### src/rtl/stepper_driver.sv
// Unipolar/bipolar stepper sequencer: moves a 3-bit phase index through an
// 8-entry half-step pattern table, one step every `period_i` clocks.
//
// Optional feature: define STEPPER_RAMP_EN to start each move at twice the
// period and shorten it by RAMP_DEC after every step, down to the period.
//
// Ports:
//   clk, rst_n          clock, asynchronous active-low reset
//   start_i             start a move (IDLE only)
//   pause_i             pause/resume toggle (RUN/PAUSE)
//   abort_i             abandon the move, no done pulse
//   dir_i, half_i       direction (1 = forward), step mode (1 = half-step)
//   steps_i, period_i   step count, clocks per step (clamped to >= 2)
//   coil_o              coil pattern {A,B,C,D}
//   busy_o, paused_o    RUN or PAUSE / PAUSE
//   done_o              one-cycle completion pulse
//   remain_o            steps still to go
//   position_o          signed position, wraps modulo 2^CNT_W
module stepper_driver #(
  parameter int unsigned DIV_W    = 20,
  parameter int unsigned CNT_W    = 16,
  parameter int unsigned IDLE_OFF = 1,
  parameter int unsigned RAMP_DEC = 1000
) (
  input  logic             clk,
  input  logic             rst_n,
  input  logic             start_i,
  input  logic             pause_i,
  input  logic             abort_i,
  input  logic             dir_i,
  input  logic             half_i,
  input  logic [CNT_W-1:0] steps_i,
  input  logic [DIV_W-1:0] period_i,
  output logic [3:0]       coil_o,
  output logic             busy_o,
  output logic             paused_o,
  output logic             done_o,
  output logic [CNT_W-1:0] remain_o,
  output logic [CNT_W-1:0] position_o
);

  localparam int unsigned PW = DIV_W + 1;

  typedef enum logic [1:0] {StIdle, StRun, StPause} state_e;

  state_e           state_q, state_d;
  logic [2:0]       idx_q, idx_d;
  logic [3:0]       coil_q, coil_d;
  logic [CNT_W-1:0] remain_q, remain_d;
  logic [CNT_W-1:0] pos_q, pos_d;
  logic [PW-1:0]    div_q, div_d;
  logic [DIV_W-1:0] period_q, period_d;
  logic             dir_q, dir_d;
  logic             half_q, half_d;
  logic             first_q, first_d;
  logic             done_q, done_d;

  logic [DIV_W-1:0] per_clamp;
  logic [PW-1:0]    eff_c;
  logic             step_evt;
  logic             load_move;
  logic [2:0]       delta;

  function automatic logic [3:0] phase_pat(input logic [2:0] idx);
    logic [3:0] pat;
    unique case (idx)
      3'd0: pat = 4'b1000;
      3'd1: pat = 4'b1100;
      3'd2: pat = 4'b0100;
      3'd3: pat = 4'b0110;
      3'd4: pat = 4'b0010;
      3'd5: pat = 4'b0011;
      3'd6: pat = 4'b0001;
      3'd7: pat = 4'b1001;
    endcase
    return pat;
  endfunction

  assign per_clamp = (period_i < DIV_W'(2)) ? DIV_W'(2) : period_i;

  // Full-step moves that start on an even index take a half step first so
  // they settle on the two-coil (odd) phases.
  assign delta = (half_q || (first_q && !idx_q[0])) ? 3'd1 : 3'd2;

  always_comb begin
    state_d   = state_q;
    idx_d     = idx_q;
    coil_d    = coil_q;
    remain_d  = remain_q;
    pos_d     = pos_q;
    div_d     = div_q;
    period_d  = period_q;
    dir_d     = dir_q;
    half_d    = half_q;
    first_d   = first_q;
    done_d    = 1'b0;
    step_evt  = 1'b0;
    load_move = 1'b0;

    unique case (state_q)
      StIdle: begin
        if (start_i) begin
          if (steps_i != '0) begin
            load_move = 1'b1;
            dir_d     = dir_i;
            half_d    = half_i;
            period_d  = per_clamp;
            remain_d  = steps_i;
            div_d     = '0;
            first_d   = 1'b1;
            coil_d    = phase_pat(idx_q);
            state_d   = StRun;
          end else begin
            done_d = 1'b1;
          end
        end
      end

      StRun: begin
        if (abort_i) begin
          state_d  = StIdle;
          remain_d = '0;
          if (IDLE_OFF != 0) coil_d = 4'b0000;
        end else if (remain_q == '0) begin
          state_d = StIdle;
          done_d  = 1'b1;
          if (IDLE_OFF != 0) coil_d = 4'b0000;
        end else if (div_q == eff_c - PW'(1)) begin
          step_evt = 1'b1;
          div_d    = '0;
          idx_d    = dir_q ? idx_q + delta : idx_q - delta;
          coil_d   = phase_pat(idx_d);
          remain_d = remain_q - CNT_W'(1);
          pos_d    = dir_q ? pos_q + CNT_W'(1) : pos_q - CNT_W'(1);
          first_d  = 1'b0;
          if (pause_i) state_d = StPause;
        end else if (pause_i) begin
          // Divider freezes on the pausing edge so resume picks up exactly here.
          state_d = StPause;
        end else begin
          div_d = div_q + PW'(1);
        end
      end

      StPause: begin
        if (abort_i) begin
          state_d  = StIdle;
          remain_d = '0;
          if (IDLE_OFF != 0) coil_d = 4'b0000;
        end else if (pause_i) begin
          state_d = StRun;
        end
      end

      default: state_d = StIdle;
    endcase
  end

`ifdef STEPPER_RAMP_EN
  logic [PW-1:0] eff_q, eff_d;
  logic [PW:0]   ramp_floor;

  assign ramp_floor = {2'b00, period_q} + (PW + 1)'(RAMP_DEC);
  assign eff_c      = eff_q;

  always_comb begin
    eff_d = eff_q;
    if (load_move) begin
      eff_d = {per_clamp, 1'b0};
    end else if (step_evt) begin
      if ({1'b0, eff_q} > ramp_floor) eff_d = eff_q - PW'(RAMP_DEC);
      else                            eff_d = {1'b0, period_q};
    end
  end

  always_ff @(posedge clk or negedge rst_n) begin
    if (!rst_n) eff_q <= '0;
    else        eff_q <= eff_d;
  end
`else
  assign eff_c = {1'b0, period_q};
`endif

  always_ff @(posedge clk or negedge rst_n) begin
    if (!rst_n) begin
      state_q  <= StIdle;
      idx_q    <= '0;
      coil_q   <= '0;
      remain_q <= '0;
      pos_q    <= '0;
      div_q    <= '0;
      period_q <= DIV_W'(2);
      dir_q    <= 1'b0;
      half_q   <= 1'b0;
      first_q  <= 1'b0;
      done_q   <= 1'b0;
    end else begin
      state_q  <= state_d;
      idx_q    <= idx_d;
      coil_q   <= coil_d;
      remain_q <= remain_d;
      pos_q    <= pos_d;
      div_q    <= div_d;
      period_q <= period_d;
      dir_q    <= dir_d;
      half_q   <= half_d;
      first_q  <= first_d;
      done_q   <= done_d;
    end
  end

  assign coil_o     = coil_q;
  assign busy_o     = (state_q == StRun) || (state_q == StPause);
  assign paused_o   = (state_q == StPause);
  assign done_o     = done_q;
  assign remain_o   = remain_q;
  assign position_o = pos_q;

endmodule
### config.mk
export PLATFORM = sky130hd
export DESIGN_NAME = stepper_driver
export DESIGN_NICKNAME = d
export VERILOG_FILES = /design/src/rtl/stepper_driver.sv
export SDC_FILE = /design/constraint.sdc
export NUM_CORES = 1
export LEC_CHECK = 0
export BUFFER_PORTS_ARGS = -buffer_cell sky130_fd_sc_hd__buf_2
export CAP_MARGIN = 20
export CORE_MARGIN = 2
export CORE_UTILIZATION = 40
export CTS_BUF_LIST = sky130_fd_sc_hd__clkbuf_8
export DETAILED_ROUTE_END_ITERATION = 16
export PLACE_DENSITY = 0.55
export SYNTH_ARGS = -nofsm -noshare
export SYNTH_HDL_FRONTEND = slang
export SYNTH_SLANG_ARGS = --single-unit
### constraint.sdc
create_clock -name clk -period 4.45 [get_ports clk]
set_clock_uncertainty 0.15 [all_clocks]
set_input_delay 0.2225 -clock clk [delete_from_list [all_inputs] [get_ports clk]]
set_output_delay 0.2225 -clock clk [all_outputs]
set_load 0.01 [all_outputs]
==> reports/metrics.cfg, run 1 <==
[status]
status=completed

[synthesis]
syn-num-nets=700
synth_flop_cell=dfrtp_1
netlist_area_um2=5910
synth.avg_cell_area_um2=9.35
synth_top_cells_by_count=85 x dfrtp_1, 48 x nor2_1, 41 x nand2_1, 36 x mux2_2, 35 x xnor2_1
ys_types=75
yosysTopAreaCell=dfrtp_1
synthCells=632
yosysSeqAreaShare_pct=36.4
ys_warn_count=0
synth_edf_count=0
synth_top_area_share_pct=36.0
yosys-top-cells-area=dfrtp_1 36%, mux2_2 6.9%, xnor2_1 5.2%
yosysMostFrequentCell=dfrtp_1
ys_seq_elements=86
synthArstFlopShare_pct=100

[routing]
vias_per_cell=5.63
wirelength_mm=15.3
vias=5222
drc=0
drt_iter0_drc=401
first_pass_iters=5
postRouteAntennaNets=0
post_drt_wl_per_cell_um=16.5

[clock_tree]
ctsHtreeMaxLevel=3
cts_hold_repair.buffers=32
worst_skew_pair.late_latency_ps=380
cts_buffers=9
cts.path.max_buffers=2
cts_sinks=86
post_cts_resized=0
cts_tree=done
clk_pin_slew_worst_paths_ps=90
cts_setup_buffers=0
clk_root_buffer_cell=clkbuf_8

[setup_path]
rr_startpoint=period_q[4]$_DFFE_PN0P_
crit_path_start_kind=flip-flop
critPathRequiredTime_ps=4570
r2r-end=remain_o[2]$_DFFE_PN0P_
rrSetupSlack_ps=890
worstPathMaxFanout=15
crit_arrival_ps=3680
end_kind=flip-flop
ff2ff_path_depth=9
crit_path_start=period_q[4]$_DFFE_PN0P_
critPathKind=reg2reg
crit_path_end=remain_o[2]$_DFFE_PN0P_

[timing]
slew_headroom_pct=35.1
post-route-period-util_pct=80.0
rsz0062_at_grt=false
tightest_slew_ps=970
slew_violations=0
fin_setup_tns_ps=0
finalHoldViolCount=0
setup_violations=0
min_period_ps=3560
max_freq_ghz=0.281

[placed_design]
gp_congestion=0.843
port_buffers=81
post-dp-hpwl_mm=11.1

[die]
coreArea_um2=14500
die-area_um2=15800
fp-row-count=44
num_io_pins=82
start_util_pct=40.8
die_w_um=126
die-height_um=126

[global_route]
grt_pass1_vias=5032
grt_max_degree=49
grt_overflow=0
grt_pass1_wl_mm=25.2
track_usage_pct=19.6
antenna_found_initial=0

[cells_and_area]
final_core_util_pct=48.7
layout-drive-gt1-share_pct=22.2
syn2layout_area_growth_pct=19.2
fin_nets=806
antenna_cells=0
fillers=1387

[pwr]
leakage_uw=0.00318
p_per_area_nw_per_um2=540
vdd_drop_max_mv=0.268

[run]
drv_cap=0

[min_path]
min-delay-path-class=in2reg

[metrics by stage]
step	total power, uW	instances	worst slack, ps	hold slack (ps)	cell area (um2)
after floorplan	2600	632	1350	-223	5910
after global placement	3040	879	941	86.2	6480
after detailed placement	3090	879	887	93.4	6480
after CTS	3820	927	885	6.76	7050
after global routing	4090	927	596	34.4	7050
final	3800	927	891	31.5	7050
[registers in the layout, indices dropped and copies added, names as in the netlist]
register	count
done_o	1
div_q	21
remain_o	16
period_q	20
dir_q	1
coil_o	4
position_o	16
state_q	2
first_q	1
idx_q	3
half_q	1
[cell usage in the layout (no fill, tap or decap), types with 4 or more instances in the layout]
cell,netlist,routed
dfrtp_1,85,85
buf_2,2,80
nor2_1,48,48
nand2_1,41,41
mux2_2,36,36
xnor2_1,35,35
dlygate4sd3_1,0,32
a21oi_1,31,31
nand3_1,29,29
o21ai_0,26,26
inv_1,25,25
nor3_1,24,24
xor2_1,23,23
ha_1,23,23
nor4_1,20,20
and3_1,13,13
nand4_1,11,11
o2bb2ai_1,11,11
clkbuf_8,0,10
buf_4,3,9
a21o_1,8,8
o22ai_1,8,8
o211ai_1,8,8
o31ai_1,7,7
nor2b_1,7,6
mux2i_1,6,6
and4_1,6,6
and2_1,5,5
or3_1,5,5
nor3b_1,4,4
[cell type report]
type | instances | area (um2) | share of cell area [%]
multi-input cells | 495 | 3540 | 50.2
clock inverters | 6 | 109 | 1.54
repair buffers | 121 | 788 | 11.2
inverters | 25 | 93.8 | 1.33
clock buffers | 10 | 138 | 1.95
well taps | 184 | 230 | 3.27
flip-flops and latches | 86 | 2150 | 30.5
[metal layers]
layer | global-route usage [%] | wire length, um | vias up
li1 | - | - | 2538
met1 | 25.6 | 7090 | 2525
met2 | 33.2 | 7370 | 135
met3 | 3.29 | 573 | 24
met4 | 6.41 | 259 | 0
met5 | 0 | 0 | -
[power breakdown]
group | switching (uW) | internal (uW) | total (uW)
logic | 1090 | 765 | 1850
registers | 285 | 978 | 1260
clock network | 303 | 387 | 690
total | 1670 | 2130 | 3800
[critical path, cell delays in order, from the launching register on]
cell,delay [ps]
dfrtp_1,470
nor4_2,690
nand3_1,350
mux2i_1,210
o211a_1,270
a211oi_4,300
and4_1,240
buf_4,210
nor2_4,120
a2111o_1,430
[worst min-delay path by stage]
stage | cells after the start | start | endpoint | slack [ps]
global route | 3 | steps_i[12] | remain_o[12]$_DFFE_PN0P_ | 30
floorplan | 0 | rst_n | coil_o[0]$_DFFE_PN0P_ | -220
global placement | 1 | rst_n | remain_o[8]$_DFFE_PN0P_ | 90
CTS | 3 | steps_i[12] | remain_o[12]$_DFFE_PN0P_ | 7
detailed placement | 1 | rst_n | remain_o[9]$_DFFE_PN0P_ | 90
finish | 3 | steps_i[12] | remain_o[12]$_DFFE_PN0P_ | 30
[kinds of logic (layout without fill, tap and decap cells)]
logic type	count (synthesis)	in the layout	synth area share, %
multiplexers	43	43	8.06
flip-flops	86	86	36.4
AO/OA/AOI/OAI	132	132	15.3
XOR/XNOR	58	58	8.59
buffers and inverters	51	162	3.87
adder cells (fa/ha/maj)	25	25	5.55
AND/OR/NAND/NOR	237	237	22.2
No activity file was read; power rests on OpenSTA's default activity.
==> run 2: changes to the inputs <==
--- a/config.mk
+++ b/config.mk
@@ -11,7 +11,7 @@
 export CORE_UTILIZATION = 40
 export CTS_BUF_LIST = sky130_fd_sc_hd__clkbuf_8
 export DETAILED_ROUTE_END_ITERATION = 16
-export PLACE_DENSITY = 0.55
+export PLACE_DENSITY = 0.57
 export SYNTH_ARGS = -nofsm -noshare
 export SYNTH_HDL_FRONTEND = slang
 export SYNTH_SLANG_ARGS = --single-unit
==> constraint.sdc (replaced) <==
create_clock -name clk -period 3.1 [get_ports clk]
set_clock_uncertainty 0.15 [all_clocks]
set_input_delay 0.155 -clock clk [delete_from_list [all_inputs] [get_ports clk]]
set_output_delay 0.155 -clock clk [all_outputs]
set_load 0.01 [all_outputs]
==> run 2 against run 1 <==
Effect of this change: fmax is 16% higher; clock power up 21%; first-iteration DRC count decreased by 23%; routed wire length up 5.3%; power up 52%; sequential share of layout area decreased by 1.9 points; non-clock buffer count up 46; combinational power rose by 74%; critical path type unchanged; highest routed layer unchanged.
==> reports/metrics.cfg, run 2 (same netlist as run 1, synthesis figures left out) <==
[timing]
setup_violations=0  ; unchanged
post-route-period-util_pct=98.9  ; +19 points
slew_headroom_pct=41.1  ; +6.0 points
min_period_ps=3070  ; -492 ps
hold_ws_ps=29.8  ; -1.67 ps
tightest_slew_ps=883  ; -86.8 ps
finalHoldViolCount=0  ; unchanged
rsz0062_at_grt=true
fin_setup_tns_ps=0  ; unchanged
slew_violations=0  ; unchanged
max_freq_ghz=0.326  ; +16%
layout_setup_ws_ps=33.5  ; -858 ps

[pwr]
vdd_drop_max_mv=0.456  ; +70%
seqPwrFrac_pct=29.7  ; -3.5 points
switching_share_pct=44.0  ; +0.052 points
leakage_uw=0.00344  ; +8.1%
p_int_uw=3220  ; +51%
p_per_area_nw_per_um2=766  ; +42%
p_clk_share_pct=14.5  ; -3.6 points
net-switching-power_uw=2540  ; +52%
pwr-share-comb_pct=55.9  ; +7.2 points

[cells_and_area]
final_cell_mix=85 x dfrtp_1, 80 x buf_2, 48 x nor2_1, 41 x nand2_1, 40 x buf_4
syn2layout_area_growth_pct=27.3
largest_registers=div_q (21), period_q (20)
largest_reg_flops=21  ; unchanged
top_register=div_q
antenna_cells=0  ; unchanged
fin_nets=852  ; +5.7%
layout-drive-gt1-share_pct=27.2  ; +5.0 points
mostFrequentLayoutCell=dfrtp_1
finalInstanceArea_um2=7530  ; +6.8%

[placed_design]
post-dp-hpwl_mm=11.7  ; +4.9%
place_ws_ps=11.7  ; -875 ps
gp_congestion=0.831  ; -1.4%
postPlaceCellArea_um2=6750  ; +4.1%
port_buffers=81  ; unchanged

[setup_path]
critPathKind=reg2reg
cp_cell_sequence=or4_4 -> nor4b_4 -> o2111ai_2 -> and3_4 -> a211oi_4 -> and4_4 -> nor2_4 -> a2111o_1
critPathRequiredTime_ps=3220  ; -1350 ps
ff2ff_path_depth=8  ; -1
crit_cells=8  ; -1
crit_arrival_ps=3180  ; -500 ps
crit_path_start=period_q[0]$_DFFE_PN0P_
r2r-end=remain_o[2]$_DFFE_PN0P_
worstPathMaxFanout=5  ; -10
rrSetupSlack_ps=30  ; -860 ps
cpMaxStageDelayCell=or4_4
rr_startpoint=period_q[0]$_DFFE_PN0P_
end_kind=flip-flop
cp_top_family=simple AND/OR/NAND/NOR gates
crit_path_start_kind=flip-flop
crit_path_end=remain_o[2]$_DFFE_PN0P_
slowest_delay_ps=570  ; -120 ps
crit_buf_inv=0  ; -1

[clock_tree]
ctsHtreeMaxLevel=3  ; unchanged
cts.path.max_buffers=2  ; unchanged
clk_pin_slew_worst_paths_ps=90  ; about the same
cts_tree=done
clk_root_buffer_cell=clkbuf_8
worst_skew_pair.late_latency_ps=380  ; about the same
cts_sinks=86  ; unchanged
cts_buffers=9  ; unchanged

[global_route]
use_met3_pct=3.04  ; -0.26 points
grtUsageMet2_pct=34.1  ; +0.92 points
grtUsageMet1_pct=26.4  ; +0.82 points
grt_max_degree=66  ; +35%
antenna_found_initial=0  ; unchanged
busiest_layer=met2
grt_pass1_vias=5365  ; +6.6%
grt_pass1_wl_mm=26.3  ; +4.5%
grt_overflow=0  ; unchanged
track_usage_pct=20.4  ; +0.75 points

[die]
start_util_pct=40.8  ; unchanged
fp-row-count=44  ; unchanged
die-height_um=126  ; unchanged
num_io_pins=82  ; unchanged
die_w_um=126  ; unchanged
die-area_um2=15800  ; unchanged
coreArea_um2=14500  ; unchanged

[routing]
drc=0  ; unchanged
drt_iter0_drc=308  ; -23%
wirelength_mm=16.1  ; +5.3%
postRouteAntennaNets=0  ; unchanged
vias_per_cell=5.59  ; -0.84%
first_pass_iters=5  ; unchanged
post_drt_wl_per_cell_um=16.5  ; +0.31%
vias=5435  ; +4.1%

[status]
status=completed

[run]
drv_cap=0  ; unchanged

[min_path]
min-delay-path-class=in2reg
hp-start=steps_i[15]

[run 2: worst min-delay path by stage]
stage	end	cells after the start	slack, ps
after floorplan	coil_o[0]$_DFFE_PN0P_	0	-290
after global placement	remain_o[9]$_DFFE_PN0P_	1	180
after detailed placement	remain_o[9]$_DFFE_PN0P_	1	200
after CTS	remain_o[2]$_DFFE_PN0P_	3	10
after global routing	remain_o[15]$_DFFE_PN0P_	3	20
final	remain_o[15]$_DFFE_PN0P_	3	30
[run 2: metal layers]
layer / vias to the layer above / routed length (um)
li1: 2630 / -
met5: - / 0
met4: 0 / 360
met2: 144 / 7880
met1: 2633 / 7300
met3: 28 / 555
[run 2: area by class of cell]
cell class / instances / area, um2
Clock buffer: 11 / 151
Clock inverter: 5 / 48.8
Fill cell: 1353 / 6950
Inverter: 25 / 93.8
Multi-Input combinational cell: 495 / 3650
Sequential cell: 86 / 2150
Tap cell: 184 / 230
Timing Repair Buffer: 167 / 1190
[run 2: power groups by stage]
stage                     clock [uW]  sequential, uW  combinational, uW
after global routing             911            1750               3540
after detailed placement           0            1710               2990
after floorplan                    0            1720               2020
after global placement             0            1700               2920
final                            833            1710               3220
after CTS                        862            1690               3050
[run 2: timing repair]
item                                    4_1_cts  5_1_grt
pin swaps                                     0       13
endpoints found under the setup margin        6       27
buffers inserted                              0        5
hold endpoints to repair                    100        0
hold buffers                                 39        0
gates resized for setup                       1       31
[run 2: through the flow]
stage	power (uW)	cells	util, %
floorplan	3740	632	-
global placement	4620	913	46.6
detailed placement	4700	913	46.6
CTS	5600	968	50.7
global route	6200	973	52.0
finish	5760	973	52.0
[run 2: worst register-to-register path, delay by kind of cell, from the launching register on]
family | cells | cell delay [ps]
AND/OR/NAND/NOR | 5 | 1540
flip-flops | 1 | 400
AO/OA/AOI/OAI | 3 | 860
==> run 3: changes to the inputs <==
--- a/config.mk
+++ b/config.mk
@@ -11,7 +11,7 @@
 export CORE_UTILIZATION = 40
 export CTS_BUF_LIST = sky130_fd_sc_hd__clkbuf_8
 export DETAILED_ROUTE_END_ITERATION = 16
-export PLACE_DENSITY = 0.57
+export PLACE_DENSITY = 0.55
 export SYNTH_ARGS = -nofsm -noshare
 export SYNTH_HDL_FRONTEND = slang
 export SYNTH_SLANG_ARGS = --single-unit
==> constraint.sdc (replaced) <==
create_clock -name clk -period 3.8 [get_ports clk]
set_clock_uncertainty 0.15 [all_clocks]
set_input_delay 0.19 -clock clk [delete_from_list [all_inputs] [get_ports clk]]
set_output_delay 0.19 -clock clk [all_outputs]
set_load 0.01 [all_outputs]
==> run 3 against run 2 <==
Effect of this change: register-to-register slack better by 380 ps; worst hold slack worse by 13 ps; sequential power down 14%; critical path depth up 1; first-iteration DRC count up 48%; cell count down 3.7%; fmax down 9.4%; clock power down 18%; global-route usage down 0.45 points; sequential cell count unchanged; sequential share of layout area up 1.7 points; largest cell class unchanged; largest power group unchanged.
==> reports/metrics.cfg, run 3 (same netlist as run 1, synthesis figures left out) <==
[status]
status=completed

[timing]
rsz0062_at_grt=false
setup_violations=0  ; unchanged
max_freq_ghz=0.296  ; -9.4%
post-route-period-util_pct=89.0  ; -9.9 points
min_period_ps=3380  ; +317 ps
slew_headroom_pct=53.2  ; +12 points
fin_setup_tns_ps=0  ; unchanged
slew_violations=0  ; unchanged
finalHoldViolCount=0  ; unchanged
tightest_slew_ps=696  ; -187 ps

[global_route]
use_met3_pct=4.24  ; +1.2 points
busiest_layer=met2
grt_max_degree=75  ; +14%
track_usage_pct=19.9  ; -0.45 points
grt_overflow=0  ; unchanged
antenna_found_initial=0  ; unchanged
grt_pass1_vias=5113  ; -4.7%
grt_pass1_wl_mm=25.6  ; -2.6%
grtUsageMet2_pct=32.8  ; -1.3 points
grtUsageMet1_pct=26.8  ; +0.37 points

[die]
start_util_pct=40.8  ; unchanged
die_w_um=126  ; unchanged
die-height_um=126  ; unchanged
fp-row-count=44  ; unchanged
die-area_um2=15800  ; unchanged
coreArea_um2=14500  ; unchanged
num_io_pins=82  ; unchanged

[min_path]
min-delay-path-class=in2reg

[setup_path]
critPathRequiredTime_ps=3920  ; +700 ps
crit_arrival_ps=3500  ; +320 ps
worstPathMaxFanout=10  ; +5
end_kind=flip-flop
cpMaxStageDelayCell=or4_4
cp_cell_sequence=or4_4 -> nor4b_4 -> o2111ai_1 -> and3_4 -> a211oi_4 -> nand3_2 -> a21oi_2 -> buf_4 -> nor2_1
crit_buf_inv=1  ; +1
critPathKind=reg2reg
cp_top_family=simple AND/OR/NAND/NOR gates
slowest_delay_ps=610  ; +40 ps
crit_path_start_kind=flip-flop

[pwr]
seqPwrFrac_pct=33.8  ; +4.1 points
p_total_uw=4350  ; -24%
vdd_drop_max_mv=0.425  ; -6.9%
pwr-share-comb_pct=50.5  ; -5.4 points
p_int_uw=2390  ; -26%
leakage_uw=0.00321  ; -6.7%
switching_share_pct=45.0  ; +0.94 points
p_per_area_nw_per_um2=612  ; -20%
net-switching-power_uw=1960  ; -23%
p_clk_share_pct=15.6  ; +1.1 points

[routing]
wirelength_mm=15.3  ; -5.0%
postRouteAntennaNets=0  ; unchanged
first_pass_iters=5  ; unchanged
post_drt_wl_per_cell_um=16.3  ; -1.4%
vias=5238  ; -3.6%
drc=0  ; unchanged
drt_iter0_drc=456  ; +48%
vias_per_cell=5.59  ; about the same

[cells_and_area]
fin_nets=816  ; -4.2%
syn2layout_area_growth_pct=20.3
fillers=1391  ; +2.8%
finalInstanceArea_um2=7110  ; -5.5%
top_register=div_q
final_cell_mix=85 x dfrtp_1, 80 x buf_2, 48 x nor2_1, 41 x nand2_1, 37 x dlygate4sd3_1
layout-drive-gt1-share_pct=22.4  ; -4.8 points
antenna_cells=0  ; unchanged
largest_registers=div_q (21), period_q (20)
mostFrequentLayoutCell=dfrtp_1
largest_reg_flops=21  ; unchanged
finalNonFillerCells=937  ; -3.7%

[clock_tree]
worst_skew_pair.late_latency_ps=380  ; about the same
cts.path.max_buffers=2  ; unchanged
clk_pin_slew_worst_paths_ps=90  ; about the same
ctsHtreeMaxLevel=3  ; unchanged
clk_root_buffer_cell=clkbuf_8
cts_tree=done
cts_setup_buffers=0  ; unchanged
cts_sinks=86  ; unchanged
post_cts_resized=0  ; -1
cts_buffers=9  ; unchanged
cts_hold_repair.buffers=37  ; -5.1%

[placed_design]
port_buffers=81  ; unchanged
gp_congestion=0.835  ; +0.51%
placed_cells=883  ; -3.3%
post-dp-hpwl_mm=11.1  ; -4.5%
postPlaceCellArea_um2=6510  ; -3.5%

[run]
drv_cap=0  ; unchanged

-- run 3: cell types whose count changed in the layout (fill, tap and decap cells not counted), sizes merged --
cell         delta
clkinvlp        +2
clkinv          -1
buf            -34
clkbuf          -1
dlygate4sd3     -2
-- run 3: through the flow --
step / hold slack (ps) / worst slack (ps) / utilization, %
global placement: 260 / 525 / 45.0
detailed placement: 269 / 457 / 45.0
floorplan: -256 / 703 / -
CTS: 4.97 / 447 / 48.9
finish: 17.2 / 417 / 49.1
global route: 11.8 / 175 / 49.1
-- run 3: cell type report --
type	count	area, um2	area share (%)
repair buffers	131	896	12.6
clock inverters	6	62.6	0.880
clock buffers	10	138	1.94
well taps	184	230	3.24
flip-flops and latches	86	2150	30.3
multi-input cells	495	3540	49.7
inverters	25	93.8	1.32
-- run 3: worst register-to-register path: stages (launching register included) --
cell,delay (ps)
dfrtp_1,480
or4_4,610
nor4b_4,350
o2111ai_1,160
and3_4,220
a211oi_4,300
nand3_2,220
a21oi_2,470
buf_4,260
nor2_1,70
-- run 3: per-layer routing --
layer / part of all wire, % / wire length (um)
met1: 46 / 7030
met2: 48 / 7380
met3: 4.4 / 670
met4: 1.4 / 211
met5: 0 / 0
-- run 3: final timing paths --
check / from / endpoint / slack, ps / cells past startpoint
worst min-delay path: steps_i[0] / remain_o[0]$_DFFE_PN0P_ / 20 / 3
worst min register to register: position_o[15]$_DFFE_PN0P_ / position_o[15]$_DFFE_PN0P_ / 310 / 1
min in group asynchronous: rst_n / remain_o[7]$_DFFE_PN0P_ / 60 / 2
max in group asynchronous: rst_n / period_q[16]$_DFFE_PN0P_ / 2840 / 3
worst max-delay path: period_q[4]$_DFFE_PN0P_ / div_q[3]$_DFFE_PN0P_ / 420 / 9
worst max register to register: period_q[4]$_DFFE_PN0P_ / div_q[3]$_DFFE_PN0P_ / 420 / 9
-- run 3: power groups by stage --
stage	Combinational [uW]	Sequential [uW]	Clock (uW)
6_report	2200	1470	680
3_3_place_gp	2120	1470	0
2_1_floorplan	1650	1400	0
3_5_place_dp	2160	1490	0
5_1_grt	2460	1520	737
4_1_cts	2200	1470	705
